### src/rtl/pc_fetch_unit.sv
// MIPS32 program-counter / instruction-fetch stage: req/ack word fetch, hold-for-decode, redirect.
// Optional misaligned-target trap state enabled by defining PC_MISALIGN_TRAP_EN.
module pc_fetch_unit #(
  parameter logic [31:0] RESET_PC = 32'h0000_0000
) (
  input  logic        clk,
  input  logic        rst_n,
  input  logic        stall,
  input  logic        branch_taken,
  input  logic [31:0] branch_target,
  input  logic        jump,
  input  logic [31:0] jump_target,
  output logic        imem_req,
  output logic [31:0] imem_addr,
  input  logic        imem_ack,
  input  logic [31:0] imem_rdata,
  output logic        instr_valid,
  output logic [31:0] instr,
  output logic [31:0] instr_pc,
  output logic [31:0] pc_plus4,
  output logic        trap,
  output logic [1:0]  dbg_state
);

`ifdef PC_MISALIGN_TRAP_EN
  typedef enum logic [1:0] {FETCH = 2'd0, HOLD = 2'd1, TRAP = 2'd2} state_t;
`else
  typedef enum logic [1:0] {FETCH = 2'd0, HOLD = 2'd1} state_t;
`endif

  state_t      state_q, state_d;
  logic [31:0] pc_q, pc_d;
  logic [31:0] pc_seq, mux_l1, mux_out, next_pc;
  logic        redirect, load_instr, flush;

  // Next-PC chain: level 1 picks branch over sequential, level 2 lets jump win.
  assign pc_seq   = pc_q + 32'd4;
  assign mux_l1   = branch_taken ? branch_target : pc_seq;
  assign mux_out  = jump ? jump_target : mux_l1;
  assign redirect = jump | branch_taken;

`ifdef PC_MISALIGN_TRAP_EN
  logic misaligned;
  assign next_pc    = mux_out;
  assign misaligned = redirect & (mux_out[1:0] != 2'b00);
  assign trap       = (state_q == TRAP);
`else
  assign next_pc = mux_out & ~32'h3;
  assign trap    = 1'b0;
`endif

  assign imem_req  = rst_n & (state_q == FETCH);
  assign imem_addr = pc_q;
  assign pc_plus4  = instr_pc + 32'd4;
  assign dbg_state = state_q;

  always_comb begin
    state_d    = state_q;
    pc_d       = pc_q;
    load_instr = 1'b0;
    flush      = 1'b0;
    case (state_q)
      FETCH: begin
        // A redirect discards any word acked in the same cycle.
        if (redirect) begin
          pc_d = next_pc;
`ifdef PC_MISALIGN_TRAP_EN
          if (misaligned) state_d = TRAP;
`endif
        end else if (imem_ack) begin
          load_instr = 1'b1;
          state_d    = HOLD;
        end
      end
      HOLD: begin
        if (redirect || !stall) begin
          pc_d    = next_pc;
          flush   = 1'b1;
          state_d = FETCH;
`ifdef PC_MISALIGN_TRAP_EN
          if (misaligned) state_d = TRAP;
`endif
        end
      end
`ifdef PC_MISALIGN_TRAP_EN
      TRAP: begin
        state_d = TRAP;
      end
`endif
      default: state_d = FETCH;
    endcase
  end

  always_ff @(posedge clk) begin
    if (!rst_n) begin
      state_q     <= FETCH;
      pc_q        <= RESET_PC;
      instr_valid <= 1'b0;
      instr       <= 32'h0;
      instr_pc    <= 32'h0;
    end else begin
      state_q <= state_d;
      pc_q    <= pc_d;
      if (load_instr) begin
        instr       <= imem_rdata;
        instr_pc    <= pc_q;
        instr_valid <= 1'b1;
      end else if (flush) begin
        instr_valid <= 1'b0;
      end
    end
  end

endmodule

### config.mk
export PLATFORM = sky130hd
export DESIGN_NAME = pc_fetch_unit
export DESIGN_NICKNAME = d
export VERILOG_FILES = /design/src/rtl/pc_fetch_unit.sv
export SDC_FILE = /design/constraint.sdc
export NUM_CORES = 1
export LEC_CHECK = 0
export ABC_AREA = 0
export BUFFER_PORTS_ARGS = -buffer_cell sky130_fd_sc_hd__buf_4
export CAP_MARGIN = 10
export CORE_ASPECT_RATIO = 1.2
export CORE_MARGIN = 1.5
export CORE_UTILIZATION = 35
export CTS_CLUSTER_DIAMETER = 60
export DETAILED_ROUTE_END_ITERATION = 12
export GPL_ROUTABILITY_DRIVEN = 0
export PLACE_DENSITY = 0.61
export SLEW_MARGIN = 10
export SYNTH_ARGS = -nofsm -noshare
export SYNTH_HDL_FRONTEND = slang
export SYNTH_SLANG_ARGS = --single-unit
### constraint.sdc
create_clock -name clk -period 2.25 [get_ports clk]
set_input_delay 0.45 -clock clk [delete_from_list [all_inputs] [get_ports clk]]
set_output_delay 0.45 -clock clk [all_outputs]
set_load 0.01 [all_outputs]
==> results of run 1 <==
## registers in the layout (all words and copies together), names as in the netlist
register	cells
instr_valid	1
instr_pc	30
imem_addr	30
dbg_state	1
instr	32
## routing by layer
metal	part of all wire [%]	GRT usage [%]	wire, µm
met1	41	26.7	7020
met2	49	39.4	8470
met3	7.8	6.32	1350
met4	2.4	8.30	412
met5	0	0	0
## path summary, 6_finish.rpt
kind | endpoint | slack, ns | cells after the start
worst min register to register | instr[27] | 0.46 | 2
worst max-delay path | pc_plus4[23] | 0.002 | 6
worst max register to register | imem_addr[20] | 0.31 | 6
worst min-delay path | instr[29] | 0.35 | 3
## critical path, stage by stage, from the launching register on
cell	delay, ns
dfxtp_2	0.33
and3_4	0.20
and4_4	0.25
and3_4	0.25
nand4_1	0.12
xnor2_1	0.16
buf_4	0.14
## final cells by class
cell class                      instances  area, µm²
Clock buffer                           10        229
Clock inverter                          6        110
Fill cell                            1315       6480
Inverter                                6       22.5
Multi-Input combinational cell        508       2910
Sequential cell                        94       1930
Tap cell                              171        214
Timing Repair Buffer                  257       1930
## cells by family after synthesis
group,Yosys count
simple gates,289
other cells,1
buf+inv,56
mux,7
compound gates,166
flops,94
fa+ha+maj,2
xor+xnor,36
## timing repair
item	in CTS	in global routing
endpoints found under the setup margin	17	13
pin swaps	5	9
hold buffers	0	0
setup buffers	1	4
gates resized for setup	25	18
## cell usage in the layout, fill, tap and decap left out, drive strengths merged, types with 5 or more instances in the layout
| master | synthesis | routed |
|---|---|---|
| mux2i | 7 | 7 |
| nor2 | 22 | 22 |
| nor3 | 9 | 9 |
| nand2b | 10 | 10 |
| a211oi | 10 | 10 |
| nand4 | 16 | 16 |
| nor4 | 5 | 5 |
| nand3 | 28 | 28 |
| o21ai | 16 | 16 |
| o211ai | 9 | 9 |
| inv | 6 | 6 |
| buf | 18 | 257 |
| xor2 | 11 | 11 |
| conb | 1 | 8 |
| o221ai | 5 | 5 |
| a21oi | 90 | 90 |
| and3 | 17 | 17 |
| dfxtp | 94 | 94 |
| a22oi | 8 | 8 |
| clkbuf | 32 | 10 |
| nand2 | 168 | 168 |
| xnor2 | 25 | 25 |
| and4 | 6 | 6 |
## per-stage QoR
| stage | area, µm² | setup WS (ns) | hold slack [ns] | cells |
|---|---|---|---|---|
| floorplan | 4980 | 0.162 | 0.481 | 658 |
| global placement | 6860 | 0.142 | 0.443 | 1031 |
| detailed placement | 6860 | 0.0857 | 0.450 | 1031 |
| CTS | 7260 | -0.0126 | 0.340 | 1048 |
| global route | 7340 | -0.0729 | 0.352 | 1052 |
| finish | 7340 | 0.00215 | 0.350 | 1052 |
## power groups by stage
stage	registers [mW]	logic (mW)	clock network, mW
after detailed placement	1.86	0.661	0
after global routing	1.82	0.722	1.86
after floorplan	1.88	0.274	0
after CTS	1.82	0.664	1.79
final	1.81	0.661	1.76
after global placement	1.86	0.651	0
==> flow_metrics.py, run 1 <==
metrics = {
    "clocking": {
        "tritoncts": "built",
        "clk_latency_ns": 0.35,
        "clock_sinks": 94,
        "cts_made_buffers": 9,
        "htree_levels": 3,
        "clkTransAtPathRegs_ns": 0.07,
        "cts_max_path_buffers": 2,
        "clockRootBuffer": "clkbuf_16",
    },
    "yosys": {
        "yosys_register_bits": 94,
        "synth_compound_area_share_pct": 20.6,
        "synth-seq-area-share_pct": 38.0,
        "synth_cell_types": 55,
        "synth_top_area_cell": "dfxtp_1",
        "yosys.area_share.simple_pct": 28.0,
        "synth_cells": 651,
        "synth_top_area_share_pct": 38.0,
        "synthAdderAreaFrac_pct": 0.506,
        "ys_top_cells_by_area": "dfxtp_1 38%, nand2_1 13%, a21oi_1 9.1%, xnor2_1 4.4%, nand3_1 2.5%",
        "ys.flop_type": "dfxtp_1",
        "synth_edf_count": 0,
        "synth-async-reset-ratio_pct": 0,
        "synth_xor_area_share_pct": 6.37,
        "synthTopCellsByCount": "167 x nand2_1, 94 x dfxtp_1, 90 x a21oi_1",
        "muxShareOfSynthArea_pct": 1.42,
        "yosys_warnings": 0,
        "syn_avg_cell_area_um2": 7.60,
        "synth_top_family_by_area": "simple AND/OR/NAND/NOR gates",
        "synth.most_common_cell": "nand2_1",
        "synth.cell_area_mm2": 0.00495,
    },
    "global_routing": {
        "first_global_vias": 5300,
        "grt_pass1_wl_mm": 27.2,
        "grt_max_degree": 46,
        "track_usage_pct": 22.7,
        "grt_remaining_overflow": 0,
        "antenna_found_initial": 0,
    },
    "power_and_ir_drop": {
        "p_seq_share_pct": 42.8,
        "p_sw_share_pct": 25.8,
        "p_total_mw": 4.23,
        "combPwrFrac_pct": 15.6,
        "p_leak_nw": 3.12,
        "switching_power_mw": 1.09,
        "pwr-share-clk_pct": 41.5,
        "ir_drop_v": 0.000350,
        "internal-power_mw": 3.14,
        "powerDensity_mw_per_mm2": 576,
    },
    "route": {
        "totalWireLength_mm": 17.2,
        "wire_per_inst_um": 16.4,
        "vias": 5525,
        "drtIter0Drc": 259,
        "vias_per_cell": 5.25,
        "final_antenna_net_count": 0,
        "drc": 0,
        "dr.pass1.iters": 4,
    },
    "place": {
        "portBuffers": 222,
        "hpwl_mm": 12.7,
    },
    "timing": {
        "fin_crit_sh_pct": 99.9,
        "tns_ns": 0,
        "finClkSkew_ns": 0.00634,
        "hold_viol_final": 0,
        "relSlewSlack_pct": 66.5,
        "min_period_ns": 2.25,
        "max_freq_ghz": 0.445,
        "rsz0062_at_grt": "true",
        "drv_slew": 0,
        "finalSetupViolCount": 0,
        "worstMarginPinSlew_ns": 0.501,
    },
    "run_status": {
        "status": "finished, final reports clean",
    },
    "floorplan": {
        "fp.coreArea_mm2": 0.0138,
        "die_height_um": 133,
        "num_rows": 47,
        "start_util_pct": 35.8,
        "die-area_mm2": 0.0149,
        "ios": 235,
        "die_w_um": 112,
    },
    "critical_path": {
        "required_ns": 1.80,
        "crit_fanout": 8,
        "worst_setup_path_end_kind": "output pin",
        "crit_start": "instr_pc[6]",
        "cp-start-kind": "flip-flop",
        "r2r-start": "imem_addr[2]",
        "cp.arrival_ns": 1.80,
        "crit_type": "flip-flop to output pin",
    },
    "flow_run": {
        "cap_violations": 0,
    },
    "final_layout": {
        "post-route-util_pct": 53.1,
        "drive_gt1_share_pct": 35.6,
        "antennaDiodeCount": 0,
        "syn_to_final_growth_pct": 48.3,
        "layout.nets": 980,
    },
    "hold_path": {
        "hp-start": "imem_rdata[29]",
        "min_path_type": "primary input to flip-flop",
    },
}
Power figures use the tool's default switching activity.
==> run 2, diff against run 1 <==
--- a/config.mk
+++ b/config.mk
@@ -10,11 +10,11 @@
 export CAP_MARGIN = 10
 export CORE_ASPECT_RATIO = 1.2
 export CORE_MARGIN = 1.5
-export CORE_UTILIZATION = 35
+export CORE_UTILIZATION = 47
 export CTS_CLUSTER_DIAMETER = 60
 export DETAILED_ROUTE_END_ITERATION = 12
 export GPL_ROUTABILITY_DRIVEN = 0
-export PLACE_DENSITY = 0.61
+export PLACE_DENSITY = 0.79
 export SLEW_MARGIN = 10
 export SYNTH_ARGS = -nofsm -noshare
 export SYNTH_HDL_FRONTEND = slang
==> flow_metrics.py, run 2 (same netlist as run 1, synthesis figures left out) <==
metrics = {
    "run_status": {
        "status": "finished, final reports clean",
    },
    "clocking": {
        "cts_hold_buf": 0,
        "tritoncts": "built",
        "htree_levels": 3,
        "cts_max_path_buffers": 2,
        "clk_latency_ns": 0.35,
        "clock_sinks": 94,
        "cts_made_buffers": 9,
        "clkTransAtPathRegs_ns": 0.06,
        "clockRootBuffer": "clkbuf_16",
    },
    "timing": {
        "rsz0062_at_grt": "true",
        "min_period_ns": 2.24,
        "finClkSkew_ns": 0.00579,
        "relSlewSlack_pct": 58.4,
        "worstMarginPinSlew_ns": 0.623,
        "max_freq_ghz": 0.446,
        "hold_viol_final": 0,
        "setup_slack_ns": 0.00836,
        "fin_crit_sh_pct": 99.6,
        "finalSetupViolCount": 0,
        "drv_slew": 0,
    },
    "final_layout": {
        "instances_no_fill": 1004,
        "regArea_mm2": 0.00192,
        "layout.nets": 978,
        "n_fill_cell": 809,
        "final_cell_mix": "254 x buf_4, 165 x nand2_1, 90 x a21oi_1",
        "multiInputGateArea_mm2": 0.00291,
        "syn_to_final_growth_pct": 45.9,
        "mostFrequentLayoutCell": "buf_4",
        "final_area_mm2": 0.00722,
        "largest_reg_flops": 32,
        "drive_gt1_share_pct": 35.3,
        "antennaDiodeCount": 0,
        "regMostFlops": "instr",
    },
    "global_routing": {
        "grt_pass1_wl_mm": 26.5,
        "track_usage_pct": 29.0,
        "antenna_found_initial": 0,
        "grt_remaining_overflow": 0,
        "grt_max_degree": 64,
        "first_global_vias": 5414,
    },
    "power_and_ir_drop": {
        "p_seq_share_pct": 45.3,
        "p_sw_share_pct": 26.6,
        "ir_drop_v": 0.000417,
        "powerDensity_mw_per_mm2": 555,
        "pwr-share-clk_pct": 38.1,
        "p_leak_nw": 3.09,
        "combPwrFrac_pct": 16.6,
        "internal-power_mw": 2.94,
        "switching_power_mw": 1.07,
    },
    "floorplan": {
        "die_height_um": 115,
        "start_util_pct": 49.0,
        "die_w_um": 96.7,
        "fp.coreArea_mm2": 0.0101,
        "num_rows": 40,
        "ios": 235,
        "die-area_mm2": 0.0112,
    },
    "place": {
        "portBuffers": 222,
        "dpl-instance-area_mm2": 0.00681,
        "pre_cts_ws_ns": 0.111,
        "dp_cells": 985,
        "hpwl_mm": 12.2,
    },
    "critical_path": {
        "crit_fanout": 8,
        "cp.arrival_ns": 1.79,
        "crit_type": "flip-flop to output pin",
        "required_ns": 1.80,
        "worst_setup_path_end_kind": "output pin",
        "cp-start-kind": "flip-flop",
    },
    "hold_path": {
        "min_path_type": "primary input to flip-flop",
    },
    "route": {
        "drc": 0,
        "final_antenna_net_count": 0,
        "drtIter0Drc": 344,
        "totalWireLength_mm": 16.6,
        "vias": 5679,
        "vias_per_cell": 5.66,
        "wire_per_inst_um": 16.6,
        "dr.pass1.iters": 5,
    },
    "flow_run": {
        "cap_violations": 0,
    },
}
## run 2: cell type report
type / instances / share of cell area (%)
multi-input cells: 508 / 40.3
repair buffers: 255 / 26.7
flip-flops and latches: 94 / 26.6
clock buffers: 11 / 3.36
well taps: 126 / 2.18
clock inverters: 4 / 0.658
inverters: 6 / 0.312
## run 2: power by group through the flow
stage	Sequential, mW	Clock, mW	Combinational, mW
2_1_floorplan	1.88	0	0.274
3_3_place_gp	1.85	0	0.643
3_5_place_dp	1.86	0	0.658
4_1_cts	1.82	1.54	0.663
5_1_grt	1.83	1.62	0.725
6_report	1.82	1.53	0.665
## run 2: worst max-delay path, cell delays in order (launching register included)
cell     delay [ns]
dfxtp_2        0.32
and3_4         0.20
and4_4         0.22
and3_4         0.24
nand4_1        0.12
xnor2_1        0.18
buf_4          0.15
## run 2: metal layers
| layer | vias to the layer above | part of all wire (%) | wire length [µm] | GRT usage, % |
|---|---|---|---|---|
| li1 | 2726 | - | - | - |
| met1 | 2641 | 39 | 6470 | 33.8 |
| met2 | 274 | 51 | 8460 | 51.5 |
| met3 | 38 | 7.7 | 1280 | 6.88 |
| met4 | 0 | 2.5 | 414 | 12.1 |
| met5 | - | 0 | 0 | 0 |
## run 2: metrics by stage
stage / setup TNS, ns / hold WS, ns / util (%) / total power [mW]
final: 0 / 0.348 / 71.4 / 4.01
after global routing: -0.413 / 0.352 / 71.4 / 4.17
after CTS: -0.0270 / 0.345 / 70.9 / 4.02
after detailed placement: 0 / 0.447 / 67.4 / 2.52
after global placement: 0 / 0.442 / 67.4 / 2.50
after floorplan: 0 / 0.481 / - / 2.15
## run 2: path summary, 6_finish.rpt
| path | slack (ns) | from | endpoint | depth (start not counted) |
|---|---|---|---|---|
| max | 0.008 | instr_pc[6] | pc_plus4[29] | 6 |
| min | 0.35 | imem_rdata[0] | instr[0] | 3 |
| max reg2reg | 0.35 | imem_addr[8] | imem_addr[20] | 5 |
| min reg2reg | 0.46 | instr[26] | instr[26] | 2 |
## run 2: repair_timing
item                       CTS  global route
buffers inserted             2             2
setup endpoints to repair   16            11
pin swaps                    6             6
resized for setup           24            13
==> run 3, diff against run 2 <==
--- a/config.mk
+++ b/config.mk
@@ -5,12 +5,12 @@
 export SDC_FILE = /design/constraint.sdc
 export NUM_CORES = 1
 export LEC_CHECK = 0
-export ABC_AREA = 0
+export ABC_AREA = 1
 export BUFFER_PORTS_ARGS = -buffer_cell sky130_fd_sc_hd__buf_4
 export CAP_MARGIN = 10
 export CORE_ASPECT_RATIO = 1.2
 export CORE_MARGIN = 1.5
-export CORE_UTILIZATION = 47
+export CORE_UTILIZATION = 49
 export CTS_CLUSTER_DIAMETER = 60
 export DETAILED_ROUTE_END_ITERATION = 12
 export GPL_ROUTABILITY_DRIVEN = 0
==> flow_metrics.py, run 3 <==
metrics = {
    "yosys": {
        "yosys_warnings": 0,
        "ys.flop_type": "dfxtp_1",
        "yosys_register_bits": 94,
        "synth_cell_types": 38,
        "synth_top_area_cell": "dfxtp_1",
        "synth_edf_count": 0,
        "synth-seq-area-share_pct": 33.1,
        "synth-async-reset-ratio_pct": 0,
        "synth_top_area_share_pct": 33.1,
        "synthTopCellsByCount": "204 x nand2_1, 123 x inv_1, 103 x nor2_1",
        "synth.cell_area_mm2": 0.00569,
        "synth_cells": 911,
        "syn_avg_cell_area_um2": 6.25,
        "ys_top_cells_by_area": "dfxtp_1 33%, nand2_1 13%, o21ai_0 8.4%, inv_1 8.1%, a21oi_1 8.0%",
        "synth.most_common_cell": "nand2_1",
    },
    "final_layout": {
        "drive_gt1_share_pct": 31.4,
        "final_cell_mix": "249 x buf_4, 195 x nand2_1, 118 x inv_1",
        "mostFrequentLayoutCell": "buf_4",
        "regMostFlops": "instr",
        "instances_no_fill": 1293,
        "largest_reg_flops": 32,
        "n_fill_cell": 949,
        "antennaDiodeCount": 0,
        "final_area_mm2": 0.00819,
        "syn_to_final_growth_pct": 43.9,
        "layout.nets": 1238,
        "post-route-util_pct": 73.2,
    },
    "route": {
        "final_antenna_net_count": 0,
        "vias_per_cell": 5.17,
        "vias": 6688,
        "dr.pass1.iters": 5,
        "drtIter0Drc": 409,
        "totalWireLength_mm": 19.2,
        "drc": 0,
        "wire_per_inst_um": 14.9,
    },
    "run_status": {
        "violations": "negative setup slack",
        "status": "complete, but fails checks",
    },
    "floorplan": {
        "die-area_mm2": 0.0123,
        "ios": 235,
        "die_w_um": 101,
        "num_rows": 42,
        "fp.coreArea_mm2": 0.0112,
        "start_util_pct": 50.9,
        "die_height_um": 121,
    },
    "global_routing": {
        "grt_remaining_overflow": 0,
        "use_met3_pct": 3.86,
        "grt_use_met1_pct": 38.1,
        "grt_max_degree": 88,
        "grtUsageMet2_pct": 49.7,
        "grt_pass1_wl_mm": 28.5,
        "antenna_found_initial": 0,
        "grt-busiest-layer": "met2",
        "track_usage_pct": 29.4,
        "first_global_vias": 5911,
    },
    "clocking": {
        "clockRootBuffer": "clkbuf_16",
        "clkTransAtPathRegs_ns": 0.07,
        "cts_max_path_buffers": 2,
        "cts_made_buffers": 9,
        "clk_latency_ns": 0.36,
        "clock_sinks": 94,
        "tritoncts": "built",
        "htree_levels": 3,
    },
    "timing": {
        "drv_slew": 0,
        "fin_crit_sh_pct": 106,
        "min_period_ns": 2.39,
        "worstMarginPinSlew_ns": 0.682,
        "rsz0062_at_grt": "true",
        "setup_slack_ns": -0.135,
        "max_freq_ghz": 0.419,
        "hold_viol_final": 0,
        "finalSetupViolCount": 9,
        "hold_ws_ns": 0.336,
        "relSlewSlack_pct": 54.3,
        "finClkSkew_ns": 0.00860,
    },
    "place": {
        "portBuffers": 222,
        "pre_cts_ws_ns": 0.143,
        "dpl-instance-area_mm2": 0.00752,
        "dp_cells": 1263,
        "hpwl_mm": 13.4,
    },
    "critical_path": {
        "required_ns": 1.80,
        "crit_type": "flip-flop to output pin",
        "cp.arrival_ns": 1.94,
        "cp-start-kind": "flip-flop",
        "worst_setup_path_end_kind": "output pin",
        "crit_fanout": 4,
    },
    "power_and_ir_drop": {
        "p_leak_nw": 3.79,
        "powerDensity_mw_per_mm2": 527,
        "ir_drop_v": 0.000362,
    },
    "flow_run": {
        "cap_violations": 0,
    },
    "hold_path": {
        "min_path_type": "primary input to flip-flop",
    },
}
[run 3: what timing repair did]
action | CTS | global route
endpoints found under the setup margin | 18 | 19
hold buffers | 0 | 0
gates resized for setup | 28 | 59
setup buffers | 6 | 10
pin swaps | 7 | 28
[run 3: final timing paths]
path | to | cells after the start | startpoint | slack, ns
hold reg to reg | instr[9] | 2 | instr[9] | 0.45
setup / recovery | pc_plus4[30] | 8 | instr_pc[18] | -0.14
setup reg to reg | imem_addr[14] | 6 | dbg_state[0] | 0.41
hold / removal | imem_addr[3] | 3 | jump_target[3] | 0.34
[run 3: routing by layer]
layer,vias to the layer above,wire (µm)
met5,-,0
met4,0,500
met3,43,1250
met2,283,9630
met1,3008,7870
li1,3354,-
[run 3: final cells by class]
class                   count  area, µm²  share of cell area (%)
flip-flops and latches     94       1930                    23.6
inverters                 125        472                    5.76
clock buffers               9        225                    2.75
clock inverters             7       68.8                   0.840
multi-input cells         650       3360                    41.0
repair buffers            254       1940                    23.7
well taps                 154        193                    2.35
[run 3: report_power, final]
part	internal, mW	total [mW]	switching [mW]
combinational	0.432	0.899	0.468
sequential	1.76	1.91	0.149
clock	0.778	1.51	0.728
[run 3: cell families after synthesis]
family	after synthesis	share of synthesized area (%)
buf+inv	174	12.4
fa+ha+maj	2	0.439
simple gates	409	31.1
xor+xnor	32	4.92
flops	94	33.1
compound gates	199	18.0
other cells	1	0.0659
[run 3: critical path: stages, from the launching register on]
cell and delay (ns):
dfxtp_1 0.37, inv_1 0.14, nor3_2 0.26, nand2_1 0.12, nor4_2 0.27, nand2_1 0.11
nand2_1 0.09, nand2_1 0.07, buf_4 0.15
[run 3: through the flow]
step	total power [mW]	setup TNS, ns
after floorplan	2.35	0
after detailed placement	2.81	0
after global placement	2.79	0
final	4.32	-0.378
after global routing	4.51	-1.53
after CTS	4.32	-0.115
